$ cat src/rtl/matrix_pkg.sv
// Shared constants, state encoding and dimension check for the matrix loader and AddUnit.
package matrix_pkg;

    localparam int MAX_DIM    = 5;
    localparam int ELEM_WIDTH = 8;
    localparam int MAX_ELEM   = MAX_DIM * MAX_DIM;
    localparam int BUS_WIDTH  = MAX_ELEM * ELEM_WIDTH;

    typedef enum logic [1:0] {
        IDLE = 2'd0,
        LOAD = 2'd1,
        DONE = 2'd2
    } state_t;

    function automatic logic dims_legal(input logic [2:0] m, input logic [2:0] n);
        return (m != 3'd0) && (m <= 3'(MAX_DIM)) && (n != 3'd0) && (n <= 3'(MAX_DIM));
    endfunction

endpackage

$ cat src/rtl/matrix_idx_counter.sv
// Row/column position counter for a row-major load; wraps columns at n and flags (m-1, n-1).
module matrix_idx_counter
    import matrix_pkg::*;
(
    input  logic       clk,
    input  logic       reset,
    input  logic       clear,
    input  logic       advance,
    input  logic [2:0] m,
    input  logic [2:0] n,
    output logic [2:0] row,
    output logic [2:0] col,
    output logic       last
);

    logic col_wrap;

    assign col_wrap = (col == n - 3'd1);
    assign last     = (row == m - 3'd1) && col_wrap;

    // NOTE: sequential state uses non-blocking (<=) so every register samples pre-edge values.
    always_ff @(posedge clk or negedge reset) begin
        if (!reset) begin
            row <= 3'd0;
            col <= 3'd0;
        end else if (clear) begin
            row <= 3'd0;
            col <= 3'd0;
        end else if (advance) begin
            if (col_wrap) begin
                col <= 3'd0;
                row <= row + 3'd1;
            end else begin
                col <= col + 3'd1;
            end
        end
    end

endmodule

$ cat src/rtl/matrix_loader.sv
// Collects an m x n matrix over a valid/ready stream and packs it row-major into the AddUnit bus.
module matrix_loader
    import matrix_pkg::*;
(
    input  logic                  clk,
    input  logic                  reset,
    input  logic                  start,
    input  logic                  abort,
    input  logic [2:0]            m_in,
    input  logic [2:0]            n_in,
    input  logic [ELEM_WIDTH-1:0] elem_in,
    input  logic                  elem_valid,
    output logic                  elem_ready,
    output logic [BUS_WIDTH-1:0]  matrix_out,
    output logic [2:0]            m_out,
    output logic [2:0]            n_out,
    output logic                  matrix_valid,
    output logic                  busy,
    output logic [4:0]            elem_cnt,
    output logic                  err
);

    state_t     state, next_state;
    logic       load_go, clr, err_set, do_write, last;
    logic [2:0] row, col;
    logic [4:0] slot;
    logic [5:0] dim_prod;

    assign busy         = (state == LOAD);
    assign elem_ready   = busy;
    assign matrix_valid = (state == DONE);

    assign do_write = busy && elem_valid && !abort;
    assign slot     = 5'(row) * 5'(MAX_DIM) + 5'(col);
    assign dim_prod = 6'(m_out) * 6'(n_out);

    matrix_idx_counter u_idx (
        .clk     (clk),
        .reset   (reset),
        .clear   (load_go | clr),
        .advance (do_write),
        .m       (m_out),
        .n       (n_out),
        .row     (row),
        .col     (col),
        .last    (last)
    );

    always_ff @(posedge clk or negedge reset) begin
        if (!reset) state <= IDLE;
        else        state <= next_state;
    end

    // NOTE: every always_comb output gets a default first so no path leaves it unassigned (no latch).
    always_comb begin
        next_state = state;
        load_go    = 1'b0;
        clr        = 1'b0;
        err_set    = 1'b0;
        case (state)
            LOAD: begin
                if (abort) begin
                    next_state = IDLE;
                    clr        = 1'b1;
                end else if (do_write && last) begin
                    next_state = DONE;
                end
            end
            IDLE, DONE: begin
                // abort is meaningless in IDLE, so only DONE lets it pre-empt a start
                if (abort && state == DONE) begin
                    next_state = IDLE;
                    clr        = 1'b1;
                end else if (start) begin
                    if (dims_legal(m_in, n_in)) begin
                        next_state = LOAD;
                        load_go    = 1'b1;
                    end else begin
                        err_set = 1'b1;
                    end
                end
            end
            default: next_state = IDLE;
        endcase
    end

    // NOTE: the packing bus is a flop bank with a defined reset value, not a RAM, so it is reset.
    always_ff @(posedge clk or negedge reset) begin
        if (!reset) begin
            matrix_out <= '0;
            m_out      <= 3'd0;
            n_out      <= 3'd0;
            elem_cnt   <= 5'd0;
            err        <= 1'b0;
        end else begin
            err <= err_set;
            if (load_go) begin
                matrix_out <= '0;
                m_out      <= m_in;
                n_out      <= n_in;
                elem_cnt   <= 5'd0;
            end else if (clr) begin
                matrix_out <= '0;
                m_out      <= 3'd0;
                n_out      <= 3'd0;
                elem_cnt   <= 5'd0;
            end else if (do_write) begin
                matrix_out[slot*ELEM_WIDTH +: ELEM_WIDTH] <= elem_in;
                if ({1'b0, elem_cnt} < dim_prod) elem_cnt <= elem_cnt + 5'd1;
            end
        end
    end

endmodule

$ cat config.mk
export PLATFORM = sky130hd
export DESIGN_NAME = matrix_loader
export DESIGN_NICKNAME = d
export VERILOG_FILES = /design/src/rtl/matrix_pkg.sv /design/src/rtl/matrix_idx_counter.sv /design/src/rtl/matrix_loader.sv
export SDC_FILE = /design/constraint.sdc
export NUM_CORES = 1
export LEC_CHECK = 0
export CAP_MARGIN = 20
export CORE_UTILIZATION = 45
export CTS_CLUSTER_SIZE = 28
export DETAILED_ROUTE_END_ITERATION = 8
export HOLD_SLACK_MARGIN = 0.08
export PLACE_DENSITY = 0.74
export SETUP_SLACK_MARGIN = 0.1
export SLEW_MARGIN = 25
export SYNTH_ARGS = -nofsm -noshare
export SYNTH_HDL_FRONTEND = slang
export SYNTH_SLANG_ARGS = --single-unit
$ cat constraint.sdc
create_clock -name clk -period 3.85 [get_ports clk]
set_input_delay 0.77 -clock clk [delete_from_list [all_inputs] [get_ports clk]]
set_output_delay 0.77 -clock clk [all_outputs]
set_load 0.05 [all_outputs]
## Word-level counts from Yosys, hierarchy flattened

Index checks and enable logic that the tools add are counted.
Widths: inputs -> output; s select.

| word-level totals | value |
|---|---|
| register bits after elaboration | 220 |
| input port bits | 19 |
| logic and storage cells | 85 |

| operators by class | value |
|---|---|
| add/subtract/negate cells | 7 |
| multipliers | 2 |
| magnitude comparators | 3 |
| equal/unequal tests | 7 |
| shift-type cells | 2 |
| mux-type cells | 34 |
| bitwise logic cells | 1 |
| reductions and logical operators | 21 |

Operators with widths:

| operator | number |
|---|---|
| $mux 200 | 3 |
| $bwmux 200 | 1 |
| $shift 8x34->200 const A | 1 |
| $shiftx 8x34->200 | 1 |
| $neg 8->34 | 1 |
| $mux 3 | 9 |
| $mux 5 | 4 |
| $reduce_bool 3->1 | 4 |
| $mux 1 | 10 |
| $mux 2 | 5 |
| $logic_and 1x1->1 | 8 |
| $add 3x1->3 const B | 2 |
| $eq 3x3->1 | 2 |
| $le 3x3->1 const B | 2 |
| $lt 5x6->1 | 1 |
| $mul 3x3->6 | 1 |
| $ne 3x3->1 const B | 2 |
| $reduce_bool 2->1 | 3 |
| $sub 3x1->3 const B | 2 |
| $add 5x1->5 const B | 1 |
| $add 5x3->5 | 1 |
| $mul 3x3->5 const B | 1 |
| $pmux 2 s2 | 1 |
| $reduce_and 2->1 | 2 |
| other kinds (9) | 9 |

## Logic depth before layout (Yosys ltp)

Gate-level depths: netlist of the first run.

| depth | value |
|---|---|
| depth in word-level cells | 11 |
| mapped depth | 14 |
| depth with buffers taken out | 13 |

## Hierarchy

From an unflattened synthesis of the first run, not the netlist that was laid out.

| unflattened totals | value |
|---|---|
| cells, all modules | 931 |
| area total of the unflattened synthesis | 9,928.3 µm² |

By module, submodules not included:

| module | times used | cells an instance | area each (µm²) | seq. area each (µm²) |
|---|---|---|---|---|
| matrix_loader | 1 | 884 | 9,441.6 | 5,355.1 |
| matrix_idx_counter | 1 | 47 | 486.7 | 150.1 |

## Least setup slack after synthesis of the first run

Ideal clock, no wire load.

| path | value |
|---|---|
| kind | register to register |
| start point | reg n_out[2] |
| end point | reg elem_cnt[3] |
| arrival time | 3,619 ps |
| data required time | 3,718 ps |
| path slack | 99 ps |
| stages on the path, launching flop included | 14 |
| path buffers | 0 |
| cell sequence | dfrtp_1 nand2_1 fa_1 inv_1 ha_1 fa_1 inv_1 ha_1 and3_1 a221o_1 a311oi_2 nand4_1 xor2_1 nor2_1 |

| on the way | value |
|---|---|
| cells in the longest elaborated chain, start to end | 4 |

Ends and longest elaborated chain:

| item | line | source |
|---|---|---|
| from (decl) | matrix_loader.sv:16 | `output logic [2:0] n_out,` |
| from (signal assigned) | matrix_loader.sv:100 | `n_out <= n_in;` |
| $mul 3x3->6 | matrix_loader.sv:35 | `assign dim_prod = 6'(m_out) * 6'(n_out);` |
| $lt 5x6->1 | matrix_loader.sv:109 | `if ({1'b0, elem_cnt} < dim_prod) elem_cnt <= elem_cnt + 5'd1;` |
| $reduce_bool 3->1 (no source line) | n/a |  |
| $reduce_and 2->1 (no source line) | n/a |  |
| to (signal assigned) | matrix_loader.sv:109 |  |
| to (decl) | matrix_loader.sv:19 | `output logic [4:0] elem_cnt,` |

Every way passes these cells.
A chain may end at the register's enable or synchronous reset.

## Final worst setup path of the first run

| path | value |
|---|---|
| start point | reg u_idx.row[0] |
| end point | reg matrix_out[130] |

| on the way | value |
|---|---|
| cells in the longest elaborated chain, start to end | 8 |
| elaborated cells on any way between the ends | 9 |
| classes of those cells | 2 x add/sub; 1 x mul; 2 x shift; 4 x mux |

Ends and longest elaborated chain:

| item | line | source |
|---|---|---|
| from (decl) | matrix_idx_counter.sv:11 | `output logic [2:0] row,` |
| from (signal assigned) | matrix_idx_counter.sv:32 | `row <= row + 3'd1;` |
| $mul 3x3->5 (*) | matrix_loader.sv:34 | `assign slot = 5'(row) * 5'(MAX_DIM) + 5'(col);` |
| $add 5x3->5 (*) | matrix_loader.sv:34 |  |
| $neg 8->34 (*) | matrix_loader.sv:108 | `matrix_out[slot*ELEM_WIDTH +: ELEM_WIDTH] <= elem_in;` |
| $shiftx 8x34->200 or $shift 8x34->200 (tied branches) | matrix_loader.sv:108 |  |
| $bwmux 200 (*) | matrix_loader.sv:108 |  |
| $mux 200 (*) | matrix_loader.sv:107 | `end else if (do_write) begin` |
| $mux 200 (*) | matrix_loader.sv:102 | `end else if (clr) begin` |
| $mux 200 (*) | matrix_loader.sv:97 | `if (load_go) begin` |
| to (signal, indexed assignment) | matrix_loader.sv:108 |  |
| to (decl) | matrix_loader.sv:14 | `output logic [BUS_WIDTH-1:0] matrix_out,` |

Every way passes the cells marked *; elsewhere a longest branch is shown, timed or not. The select of a mux whose other input is x is not followed.

==> results of run 1 <==
-- cell usage after synthesis, drive strengths merged (2+ instances only) --
master	instances	area, um^2
a21o	3	22.5
a21oi	7	35.0
a22o	4	35.0
and2	7	43.8
and3	9	56.3
and3b	2	17.5
and4bb	2	25.0
buf	35	205
clkbuf	28	105
dfrtp	220	5510
fa	3	60.1
ha	24	300
inv	21	78.8
mux2i	34	340
nand2	164	616
nand2b	2	20.0
nand3	137	703
nand3b	4	30.0
nand4	7	80.1
nor2	28	113
nor2b	3	18.8
nor3	12	92.6
nor3b	2	15.0
nor4	3	18.8
o21ai	170	851
xnor2	9	78.8
xor2	10	103
-- cell type report --
cell class | instances | area [um^2] | area share
clock inverters | 14 | 210 | 0.0159
flip-flops and latches | 220 | 5510 | 0.418
clock buffers | 26 | 607 | 0.0460
repair buffers | 261 | 2590 | 0.196
multi-input cells | 657 | 3850 | 0.292
well taps | 275 | 344 | 0.0261
inverters | 21 | 78.8 | 0.00598
-- through the flow --
step                instances  utilization  instance area [um^2]  hold WS, ns
detailed placement       1433        0.585                 12300        0.475
global route             1474        0.627                 13200        0.361
global placement         1433        0.585                 12300        0.463
floorplan                 961            -                  9670        0.474
finish                   1474        0.627                 13200        0.294
CTS                      1473        0.623                 13100        0.329
-- sequential cells by signal, summed over array words and instances (netlist names) --
signal      flops
state           2
u_idx.col       3
n_out           3
m_out           3
err             1
u_idx.row       3
matrix_out    200
elem_cnt        5
-- path summary, 6_finish.rpt --
check	cells after the start	to	slack, ns	from
max	12	matrix_out[130]	0.27	u_idx.row[0]
min	1	matrix_out[97]	0.29	reset
max reg2reg	12	matrix_out[130]	0.27	u_idx.row[0]
min reg2reg	2	matrix_out[136]	0.48	matrix_out[136]
max in group asynchronous	2	matrix_out[118]	2.71	reset
min in group clk	2	matrix_out[136]	0.48	matrix_out[136]
-- power by group --
group	switching (mW)	internal, mW
logic	0.604	0.249
registers	0.0392	2.35
clock network	0.922	1.47
total	1.57	4.06
-- per-layer routing --
metal / share of wire / track usage / wire, um / up-vias
li1: - / - / - / 3755
met4: 0.022 / 0.0649 / 586 / 0
met1: 0.44 / 0.343 / 11800 / 3832
met3: 0.085 / 0.0623 / 2290 / 45
met5: 0 / 0 / 0 / -
met2: 0.46 / 0.381 / 12400 / 276
-- worst register-to-register path: cells and delay by family (launching register included) --
kind | cells | cell delay [ns]
xor+xnor | 1 | 0.27
fa+ha+maj | 4 | 1.52
buf+inv | 1 | 0.25
flops | 1 | 0.45
mux | 1 | 0.13
simple gates | 5 | 0.85
-- what timing repair did --
action / CTS / global route
resized for setup: 0 / 14
setup endpoints to repair: 0 / 137
buffers inserted: 0 / 1
-- cell families (layout without fill, tap and decap cells) --
group,count (synthesis),in the layout
AOI/OAI and AO/OA,192,192
xor gates and xnor gates,19,19
adders and majority gates,27,27
buffers and inverters,84,322
DFF,220,220
muxes,34,34
and+or+nand+nor,385,385
==> results.yml, run 1 <==
sta:
  worst_pin_slew_ns: 0.968
  fmax_mhz: 279
  drv_slew: 0
  rsz0062_at_grt: "yes"
  min_period_ns: 3.58
  post-route-period-util: 0.930
  final.setup.tns_ns: 0
  post-route-worst-setup-slack_ns: 0.268
  slew_headroom: 0.355
  setup_viol: 0
  hold_viol: 0
  finalClockSkew_ns: 0.00934
finish:
  drive_gt1_frac: 0.0826
  fillers: 1741
  final_cell_mix: "clkdlybuf4s50_1, dfrtp_1, nand2_1, o21ai_0, nand3_1"
  num_antenna_cells: 0
  synthToLayoutAreaGrowth_pct: 36.4
  final_common_cell: "clkdlybuf4s50_1"
  nNetsFinal: 1230
worst_setup_path:
  crit_buf_inv: 1
  crit_path_max_fanout: 7
  crit_path_start_kind: "flop"
  end_kind: "flop"
  arrival_ns: 3.96
  crit_required_ns: 4.23
  critical_path_class: "reg2reg"
  cpMaxStageDelayCell: "fa_1"
  max_stage_delay_ns: 0.50
  crit_top_cell: "ha_1"
  cp_cell_sequence: "ha_1, ha_1, fa_1, xor2_4, nor3b_2, ha_1, and2_1, nand3_1, nand2b_4, nand3b_1, buf_4, mux2i_1"
  path_delay_family: "adder cells"
drt:
  drc: 0
  ant_nets: 0
  vias: 7908
  vias_per_cell: 5.36
  avgRoutedWirePerCell_um: 18.3
  drtIter0Drc: 419
  first_pass_iters: 5
  wirelength_mm: 27.0
clock_tree:
  cts.sinks: 220
  hold_buffers: 0
  numCtsBuffers: 23
  cts_tree: "done"
  clockBufferDepth: 3
  h-tree-depth: 1
  clkTransAtPathRegs_ns: 0.06
  worstSkewPairLatency_ns: 0.51
  cts_root_buf: "clkbuf_16"
synthesis:
  muxShareOfSynthArea: 0.0352
  syn_area_per_cell_um2: 10.1
  syn_area_um2: 9670
  ys_types: 51
  async_reset_ff_frac: 1.00
  syn_inst: 961
  ys_ff_latch: 220
  synth_edf_count: 0
  synth_top_family_by_area: "simple AND/OR/NAND/NOR gates"
  ys.flop_type: "dfrtp_1"
  synth_compound_area_frac: 0.106
  synth_xor_area_frac: 0.0188
  yosysWarnings: 0
  synth_seq_area_share: 0.569
  synth_nets: 1007
  synth_simple_gate_area_share: 0.194
  synth_fa_ha_area_frac: 0.0373
grt:
  grt.total_usage: 0.246
  overflow: 0
  grt_pass1_wl_mm: 42.3
  antenna_found_initial: 0
  grt_max_degree: 120
  grt_pass1_vias: 7597
floorplan:
  die-height_um: 149
  ios: 234
  rows: 53
  core_area_um2: 21000
  die_x_um: 149
  die_area_um2: 22100
  start_util: 0.460
hold_path:
  hp-class: "in2async"
placed_design:
  dpl_worst_slack_ns: 0.164
  hpwlAfterDp_mm: 18.3
  gp_congestion: 0.850
  port_buffers: 233
pwr:
  p_per_area_nw_per_um2: 427
  leakage_nw: 5.82
  irDropWorstVdd_mv: 0.331
  total_power_mw: 5.63
outcome:
  status: "finished, final reports clean"
flow_run:
  maxCapViolCount: 0
(Power assumes the default switching activity.)
==> inputs of run 2 (changes only) <==
CORE_UTILIZATION = 50   (was 45)
PLACE_DENSITY = 0.8   (was 0.74)
RECOVER_POWER = 25   (was default)
==> results.yml, run 2 (synthesis gave the netlist of run 1 again) <==
worst_setup_path:
  reg2reg_slack_ns: 0.12
  arrival_ns: 4.08
  crit_path_max_fanout: 16
  rr_endpoint: "matrix_out[59]"
  crit_path_start_kind: "flop"
  critPathLaunch: "u_idx.row[0]"
  r2r_start: "u_idx.row[0]"
  reg2reg_depth: 8
  critical_path_class: "reg2reg"
  end_kind: "flop"
  cp-endpoint: "matrix_out[59]"
  crit_required_ns: 4.20
clock_tree:
  cts_tree: "done"
  cts_root_buf: "clkbuf_16"
  cts.sinks: 220
  worstSkewPairLatency_ns: 0.50
  clockBufferDepth: 3
  numCtsBuffers: 23
  clkTransAtPathRegs_ns: 0.06
  h-tree-depth: 1
  hold_buffers: 0
finish:
  reg.largest.list: "matrix_out (200), elem_cnt (5)"
  layoutNonFillerInstCount: 1464
  nNetsFinal: 1236
  final_util: 0.695
  num_antenna_cells: 0
  fillers: 1415
  final_cell_mix: "clkdlybuf4s50_1, dfrtp_1, nand2_1, o21ai_0, nand3_1"
  stdcell_area_um2: 13100
  regMostFlops: "matrix_out"
  drive_gt1_frac: 0.0797
  final_common_cell: "clkdlybuf4s50_1"
  synthToLayoutAreaGrowth_pct: 35.3
  largest_reg_flops: 200
placed_design:
  dp.cells: 1423
  hpwlAfterDp_mm: 19.0
  dpl_worst_slack_ns: 0.114
  port_buffers: 233
  gp_congestion: 0.856
  placed_cell_area_um2: 12300
grt:
  antenna_found_initial: 0
  grt_max_degree: 109
  grt.total_usage: 0.282
  grt_pass1_vias: 8047
  overflow: 0
  grt_pass1_wl_mm: 44.0
sta:
  slew_headroom: -0.795
  fmax_mhz: 268
  hold_viol: 0
  post-route-worst-setup-slack_ns: 0.117
  finalClockSkew_ns: 0.0121
  min_period_ns: 3.73
  worst_pin_slew_ns: 2.69
  setup_viol: 0
  fin_hold_ws_ns: 0.483
  post-route-period-util: 0.970
  drv_slew: 109
  rsz0062_at_grt: "yes"
drt:
  drtIter0Drc: 513
  vias: 8119
  first_pass_iters: 5
  avgRoutedWirePerCell_um: 18.9
  ant_nets: 0
  wirelength_mm: 27.6
  vias_per_cell: 5.55
  drc: 0
floorplan:
  die_area_um2: 19900
  start_util: 0.514
  die-height_um: 141
  core_area_um2: 18800
  ios: 234
  rows: 50
  die_x_um: 141
outcome:
  violations: "max-capacitance violations, max-slew violations"
  status: "finished, violations left"
flow_run:
  maxCapViolCount: 1
pwr:
  irDropWorstVdd_mv: 0.302
  p_per_area_nw_per_um2: 420
  leakage_nw: 5.80
hold_path:
  hold_depth: 2
  hp-class: "reg2reg"
-- run 2: cell count changes in the layout (fill, tap and decap cells not counted), sizes merged --
cell      before  now
clkbuf        26   34
buf           29   32
bufinv         5    3
clkinvlp       3    1
clkinv         5    4
inv           22   21
-- run 2: worst min-delay path by stage --
stage,startpoint,to
after CTS,reset,matrix_out[64]
after global routing,matrix_out[136],matrix_out[136]
after global placement,matrix_out[136],matrix_out[136]
final,matrix_out[136],matrix_out[136]
after floorplan,reset,elem_cnt[0]
after detailed placement,matrix_out[136],matrix_out[136]
-- run 2: layout make-up --
class                           instances  area, um^2  share of cell area
Clock buffer                           31         636              0.0486
Clock inverter                          8         118             0.00899
Inverter                               21        78.8             0.00603
Multi-Input combinational cell        657        3820               0.292
Sequential cell                       220        5510               0.421
Tap cell                              260         325              0.0249
Timing Repair Buffer                  267        2590               0.198
-- run 2: critical path, stage by stage (launching register included) --
cell	delay, ns
dfrtp_1	0.45
ha_1	0.32
ha_1	0.32
fa_1	0.68
nor3_2	0.11
xnor2_1	0.62
and3_1	0.37
and3_1	0.52
o21ai_0	0.19
-- run 2: metrics by stage --
stage	power [mW]	TNS, ns
global placement	3.27	0
floorplan	2.97	0
finish	5.49	0
global route	5.69	-0.136
detailed placement	3.28	0
CTS	5.51	0
-- run 2: what timing repair did --
item | 4_1_cts | 5_1_grt
pin swaps | 0 | 1
buffers inserted | 0 | 2
setup endpoints to repair | 8 | 85
gates resized for setup | 1 | 7
cloned | 0 | 0
-- run 2: where the power goes --
group	switching [mW]	internal, mW	total [mW]
Combinational	0.616	0.252	0.867
Clock	0.885	1.35	2.24
Sequential	0.0387	2.35	2.39
-- run 2: layer usage --
layer,GRT usage,wire [um]
met5,0,0
met1,0.379,11900
met3,0.0710,2270
met4,0.0944,735
met2,0.448,12700
